<file path="src/rtl/alarm_set.sv">
// Alarm time setter: edits a shadow hour/minute word with up/down buttons and
// commits it to the comparator word only when the edit sequence completes.
module alarm_set #(
  parameter int unsigned RESET_HOUR = 6,
  parameter int unsigned RESET_MIN  = 0
) (
  input  logic        clk,
  input  logic        rst,
  input  logic        btn_mode,
  input  logic        btn_up,
  input  logic        btn_down,
  output logic [11:0] alarm_time,
  output logic [11:0] edit_word,
  output logic [1:0]  mode,
  output logic        alarm_wr
);

  localparam int unsigned FIELD_W  = 6;
  localparam int unsigned HOUR_MAX = 23;
  localparam int unsigned MIN_MAX  = 59;

  typedef enum logic [1:0] {
    IDLE     = 2'b00,
    SET_HOUR = 2'b01,
    SET_MIN  = 2'b10
  } state_e;

  state_e               state_q, state_d;
  logic [FIELD_W-1:0]   alarm_hour_q, alarm_hour_d;
  logic [FIELD_W-1:0]   alarm_min_q, alarm_min_d;
  logic [FIELD_W-1:0]   edit_hour_q, edit_hour_d;
  logic [FIELD_W-1:0]   edit_min_q, edit_min_d;
  logic                 alarm_wr_q, alarm_wr_d;
  logic [2:0]           prev_q, prev_d;
  logic                 armed_q, armed_d;

  logic                 mode_edge_c;
  logic                 up_edge_c;
  logic                 down_edge_c;
  logic                 adjust_c;

  function automatic logic [FIELD_W-1:0] wrap_inc(input logic [FIELD_W-1:0] v,
                                                  input logic [FIELD_W-1:0] max);
    return (v == max) ? '0 : v + FIELD_W'(1);
  endfunction

  function automatic logic [FIELD_W-1:0] wrap_dec(input logic [FIELD_W-1:0] v,
                                                  input logic [FIELD_W-1:0] max);
    return (v == '0) ? max : v - FIELD_W'(1);
  endfunction

  // Edges are masked for the first cycle after reset so a held button is not a press.
  assign mode_edge_c = armed_q & btn_mode & ~prev_q[2];
  assign up_edge_c   = armed_q & btn_up   & ~prev_q[1];
  assign down_edge_c = armed_q & btn_down & ~prev_q[0];
  assign adjust_c    = up_edge_c ^ down_edge_c;

  always_comb begin
    state_d      = state_q;
    alarm_hour_d = alarm_hour_q;
    alarm_min_d  = alarm_min_q;
    edit_hour_d  = edit_hour_q;
    edit_min_d   = edit_min_q;
    alarm_wr_d   = 1'b0;
    prev_d       = {btn_mode, btn_up, btn_down};
    armed_d      = 1'b1;

    unique case (state_q)
      IDLE: begin
        if (mode_edge_c) begin
          state_d     = SET_HOUR;
          edit_hour_d = alarm_hour_q;
          edit_min_d  = alarm_min_q;
        end
      end
      SET_HOUR: begin
        if (mode_edge_c) begin
          state_d = SET_MIN;
        end else if (adjust_c) begin
          edit_hour_d = up_edge_c ? wrap_inc(edit_hour_q, FIELD_W'(HOUR_MAX))
                                  : wrap_dec(edit_hour_q, FIELD_W'(HOUR_MAX));
        end
      end
      SET_MIN: begin
        if (mode_edge_c) begin
          state_d      = IDLE;
          alarm_hour_d = edit_hour_q;
          alarm_min_d  = edit_min_q;
          alarm_wr_d   = 1'b1;
        end else if (adjust_c) begin
          edit_min_d = up_edge_c ? wrap_inc(edit_min_q, FIELD_W'(MIN_MAX))
                                 : wrap_dec(edit_min_q, FIELD_W'(MIN_MAX));
        end
      end
      default: state_d = IDLE;
    endcase
  end

  // Shadow word is reloaded at reset so it mirrors alarm_time while idle.
  always_ff @(posedge clk) begin
    if (rst) begin
      state_q      <= IDLE;
      alarm_hour_q <= FIELD_W'(RESET_HOUR);
      alarm_min_q  <= FIELD_W'(RESET_MIN);
      edit_hour_q  <= FIELD_W'(RESET_HOUR);
      edit_min_q   <= FIELD_W'(RESET_MIN);
      alarm_wr_q   <= 1'b0;
      prev_q       <= '0;
      armed_q      <= 1'b0;
    end else begin
      state_q      <= state_d;
      alarm_hour_q <= alarm_hour_d;
      alarm_min_q  <= alarm_min_d;
      edit_hour_q  <= edit_hour_d;
      edit_min_q   <= edit_min_d;
      alarm_wr_q   <= alarm_wr_d;
      prev_q       <= prev_d;
      armed_q      <= armed_d;
    end
  end

  assign alarm_time = {alarm_hour_q, alarm_min_q};
  assign edit_word  = {edit_hour_q, edit_min_q};
  assign mode       = state_q;
  assign alarm_wr   = alarm_wr_q;

endmodule

</file>
<file path="config.mk">
export PLATFORM = sky130hd
export DESIGN_NAME = alarm_set
export DESIGN_NICKNAME = d
export VERILOG_FILES = /design/src/rtl/alarm_set.sv
export SDC_FILE = /design/constraint.sdc
export NUM_CORES = 1
export LEC_CHECK = 0
export ABC_AREA = 1
export CAP_MARGIN = 10
export CORE_ASPECT_RATIO = 0.5
export CORE_MARGIN = 3
export CORE_UTILIZATION = 30
export CTS_CLUSTER_SIZE = 24
export DETAILED_ROUTE_END_ITERATION = 8
export PLACE_DENSITY = 0.5
export SLEW_MARGIN = 15
export SYNTH_ARGS = -nofsm -noshare
export SYNTH_HDL_FRONTEND = slang
export SYNTH_SLANG_ARGS = --single-unit
</file>
<file path="constraint.sdc">
create_clock -name clk -period 2.3 [get_ports clk]
set_input_delay 0.23 -clock clk [delete_from_list [all_inputs] [get_ports clk]]
set_output_delay 0.23 -clock clk [all_outputs]
set_load 0.01 [all_outputs]
</file>
==> run summary <==
The run finished with clean final reports. The multi-input combinational cells in the finished layout cover a total of 0.00113 sq mm. Once the floorplan was initialized, standard cells occupied 32.9% of the core. The HPWL after detailed placement is 3780 microns. Once detail routing completed, the nets flagged for antenna violations numbered 0. The routed layout has 1873 vias. The repair_antennas step left the layout with diodes totalling 0. The buffer cell driving the clock tree root is sky130_fd_sc_hd__clkbuf_16.

For the instance count of the mapped netlist, the log shows 283. Setup repair after global routing left no endpoint under its margin. After detailed routing, the number of vias per cell comes to 4.73. In this run the deepest clock path goes through 2 buffers. In the synthesized netlist the dominant register cell turns out to be sky130_fd_sc_hd__dfxtp_1.

The signed area change from the synthesized netlist to the final layout is 26.4%. STA classifies the critical path startpoint as a register. The core region is 0.00582 sq mm. For the first-pass GRT wire length, the log shows 8580 microns. Buffers added to address setup during post-CTS repair amount to 0.

The worst pin sits at a relative slew slack of 65.9%. The run gives 0 as the number of antenna violations at the first check in global routing. The finished cells cover 0.00242 sq mm.

The average detailed-routed wire length per instance was 12.8 microns. Counting flops with an async set or reset pin after synthesis yields a share of 0%. For this block, the routed nets add up to 5090 microns of wire. The path class of the lowest-slack min-delay path was reg2reg. The tools report the post-detailed-route DRC marker count as 0. The placement row count was 19; the total of cells resized after clock tree synthesis was 0. Summing all flip-flop and latch instances after layout gives 621 sq um.

IR analysis of the VDD net gives a maximum drop of 0.237 mV. STA classifies the critical path endpoint as a primary output. The logs give 0 for the number of max-slew violations in the final report and 0 for the total of endpoints with negative setup slack in the final report.

The path type of the worst setup path is reg2out. Routability-driven placement finished with a final weighted congestion of 0.828. The largest net degree at the start of global routing is 19. For the worst setup path, the data arrival time is 1.43 ns.

The cell area after placement was 0.00229 sq mm; the flop and latch count out of synthesis was 31. The global-route usage over all layers is 14.3%. In this run the count of I/O pins placed on the die edge is 32.

Total buffers and inverters traversed by the critical path: 1. For this run the aggregate overflow at the end of global routing stands at 0. The count of flip-flops with a built-in enable after synthesis works out to 0. Critical path's top delay family: buffers and inverters.

In this run the static leakage power is 0.994 nW. Of all nets on the critical path, the largest fanout is 10. The tool flagged a number of max-cap violations equal to 0. Derived from the worst setup path, the maximum achievable clock frequency is 601 MHz. For this run, the detailed router's first-pass iteration total came to 4. TritonCTS created 5 clock buffers. The cell type of the slowest stage on the worst timing path is sky130_fd_sc_hd__clkdlybuf4s50_1. A synthesized cell averages 6.77 sq um. TritonCTS built the clock tree. At the pin with the least slew margin, the transition time is 0.511 ns.

Measured along the y axis, the die boundary spans 62.5 microns. The die covers 0.00744 sq mm. Input and output buffers added on the ports amount to 31.

The largest clock skew in the final design is 0.00388 ns. The post-CTS clock slew at the launch and capture registers of the worst setup and hold paths is 0.05 ns. The post-synth design cell area was 0.00192 sq mm; the power per cell area was 611 mW/mm^2. The time the final worst path needs with I/O delays and setup was 1.66 ns; the number of global-route vias before repair was 1715.

The later-pin clock latency in the skew report is 0.27 ns, and the net total in the final layout is 324. The portion of the post-synthesis area used by sequential elements was 32.4%; the layout filler cell count was 644. The number of H-tree branching levels is 2. Traced cell by cell, the critical path runs through clkdlybuf4s50_1. The detailed router finished its first iteration with 124 violations. The synthesized netlist contains 31 unique library cells. The maximum cell stage delay along the critical path came out at 0.62 ns. CTS saw 31 sinks. The net count after synthesis is 294, and the overall die width is 119 microns. Cells with a size suffix above 1 make up 11.9% of the layout.

The tools report the number of warnings printed during yosys synthesis as 0. Of the available clock period, the critical path in the final layout requires 72.4%. At the worst endpoint, the required time is 2.07 ns.

The total count of hold-check failures in the final report came out at 0. In the final timing run, aggregate negative setup slack is 0 ns. The number of hold buffers added after CTS was 0.
## cell families (layout without fill, tap and decap cells)
logic type,count (synthesis),count (layout),synth area share [%]
and+or+nand+nor,148,148,35.3
AOI/OAI and AO/OA,52,52,16.2
buffers and inverters,38,67,8.49
DFF,31,31,32.4
adders and majority gates,6,6,3.92
xor gates and xnor gates,8,8,3.66
## per-layer routing
layer | wire, microns | GRT usage, % | up-vias
met5 | 0 | 0 | -
met4 | 27 | 3.03 | 0
met3 | 255 | 4.70 | 2
met2 | 2180 | 20.9 | 33
met1 | 2620 | 20.2 | 862
li1 | - | - | 976
## power breakdown
part	switching (mW)	leakage, nW	internal (mW)
sequential	0.0380	0.252	0.560
clock	0.204	0.0628	0.387
combinational	0.174	0.679	0.116
total	0.417	0.994	1.06
## worst paths after layout
check / from / endpoint / slack [ns] / cells past startpoint
worst max-delay path: edit_min_q[2] / edit_word[2] / 0.64 / 1
worst min-delay path: alarm_min_q[1] / alarm_min_q[1] / 0.48 / 2
worst max register to register: prev_q[1] / edit_hour_q[5] / 0.67 / 8
worst min register to register: alarm_min_q[1] / alarm_min_q[1] / 0.48 / 2
## flip-flops by register name, indices dropped and copies added, names as in the netlist
signal and cells:
alarm_hour_q 6, alarm_min_q 6, edit_hour_q 6, edit_min_q 6, prev_q 3, mode 2, alarm_wr 1, armed_q 1
## placed cells by master, fill, tap and decap left out
cell type                         Yosys  routed
sky130_fd_sc_hd__nand2_1             65      65
sky130_fd_sc_hd__nor2_1              34      34
sky130_fd_sc_hd__dfxtp_1             31      31
sky130_fd_sc_hd__clkdlybuf4s50_1      0      31
sky130_fd_sc_hd__nand3_1             29      29
sky130_fd_sc_hd__inv_1               23      23
sky130_fd_sc_hd__a21oi_1             20      20
sky130_fd_sc_hd__o21ai_0             15      15
sky130_fd_sc_hd__a21oi_2              8       8
sky130_fd_sc_hd__xor2_1               7       7
sky130_fd_sc_hd__nor2_2               6       6
sky130_fd_sc_hd__ha_1                 6       6
sky130_fd_sc_hd__clkbuf_16            0       5
sky130_fd_sc_hd__inv_2                4       4
sky130_fd_sc_hd__nand4_1              4       4
sky130_fd_sc_hd__buf_4                2       3
sky130_fd_sc_hd__nand2_2              2       2
sky130_fd_sc_hd__o21ai_1              2       2
sky130_fd_sc_hd__nand2_4              2       2
sky130_fd_sc_hd__nand3_2              2       2
sky130_fd_sc_hd__o211ai_1             2       2
sky130_fd_sc_hd__o21ai_2              2       2
sky130_fd_sc_hd__nor2_8               1       1
sky130_fd_sc_hd__nor2_4               1       1
sky130_fd_sc_hd__xnor2_1              1       1
sky130_fd_sc_hd__a21o_1               1       1
sky130_fd_sc_hd__or2_2                1       1
sky130_fd_sc_hd__o21a_1               1       1
sky130_fd_sc_hd__a211oi_1             1       1
sky130_fd_sc_hd__nor3_1               1       1
sky130_fd_sc_hd__clkbuf_1             4       1
## per-stage QoR
stage | util [%] | total power, mW | setup WS [ns] | cells | hold slack (ns)
after floorplan | - | 0.809 | 0.809 | 283 | 0.337
after global placement | 39.4 | 0.899 | 0.434 | 390 | 0.471
after detailed placement | 39.4 | 0.900 | 0.401 | 390 | 0.474
after global routing | 41.6 | 1.58 | 0.508 | 396 | 0.520
after CTS | 41.6 | 1.50 | 0.624 | 396 | 0.485
final | 41.6 | 1.48 | 0.636 | 396 | 0.484
## synth_stat cells (4+ instances only)
library cell                n  area [sq um]
sky130_fd_sc_hd__nor2_2     6          37.5
sky130_fd_sc_hd__o21ai_0   15          75.1
sky130_fd_sc_hd__nand3_1   29           145
sky130_fd_sc_hd__inv_2      4          15.0
sky130_fd_sc_hd__a21oi_1   20           100
sky130_fd_sc_hd__ha_1       6          75.1
sky130_fd_sc_hd__nor2_1    34           128
sky130_fd_sc_hd__dfxtp_1   31           621
sky130_fd_sc_hd__nand2_1   65           244
sky130_fd_sc_hd__xor2_1     7          61.3
sky130_fd_sc_hd__a21oi_2    8          70.1
sky130_fd_sc_hd__buf_2      4          20.0
sky130_fd_sc_hd__clkbuf_1   4          15.0
sky130_fd_sc_hd__nand4_1    4          25.0
sky130_fd_sc_hd__inv_1     23          86.3
## layout make-up
class                           count  area share, %
Clock buffer                        6           5.32
Multi-Input combinational cell    214           46.8
Sequential cell                    31           25.6
Inverter                           27           4.19
Tap cell                           84           4.34
Timing Repair Buffer               34           13.7
No activity file was read; power rests on OpenSTA's default activity.
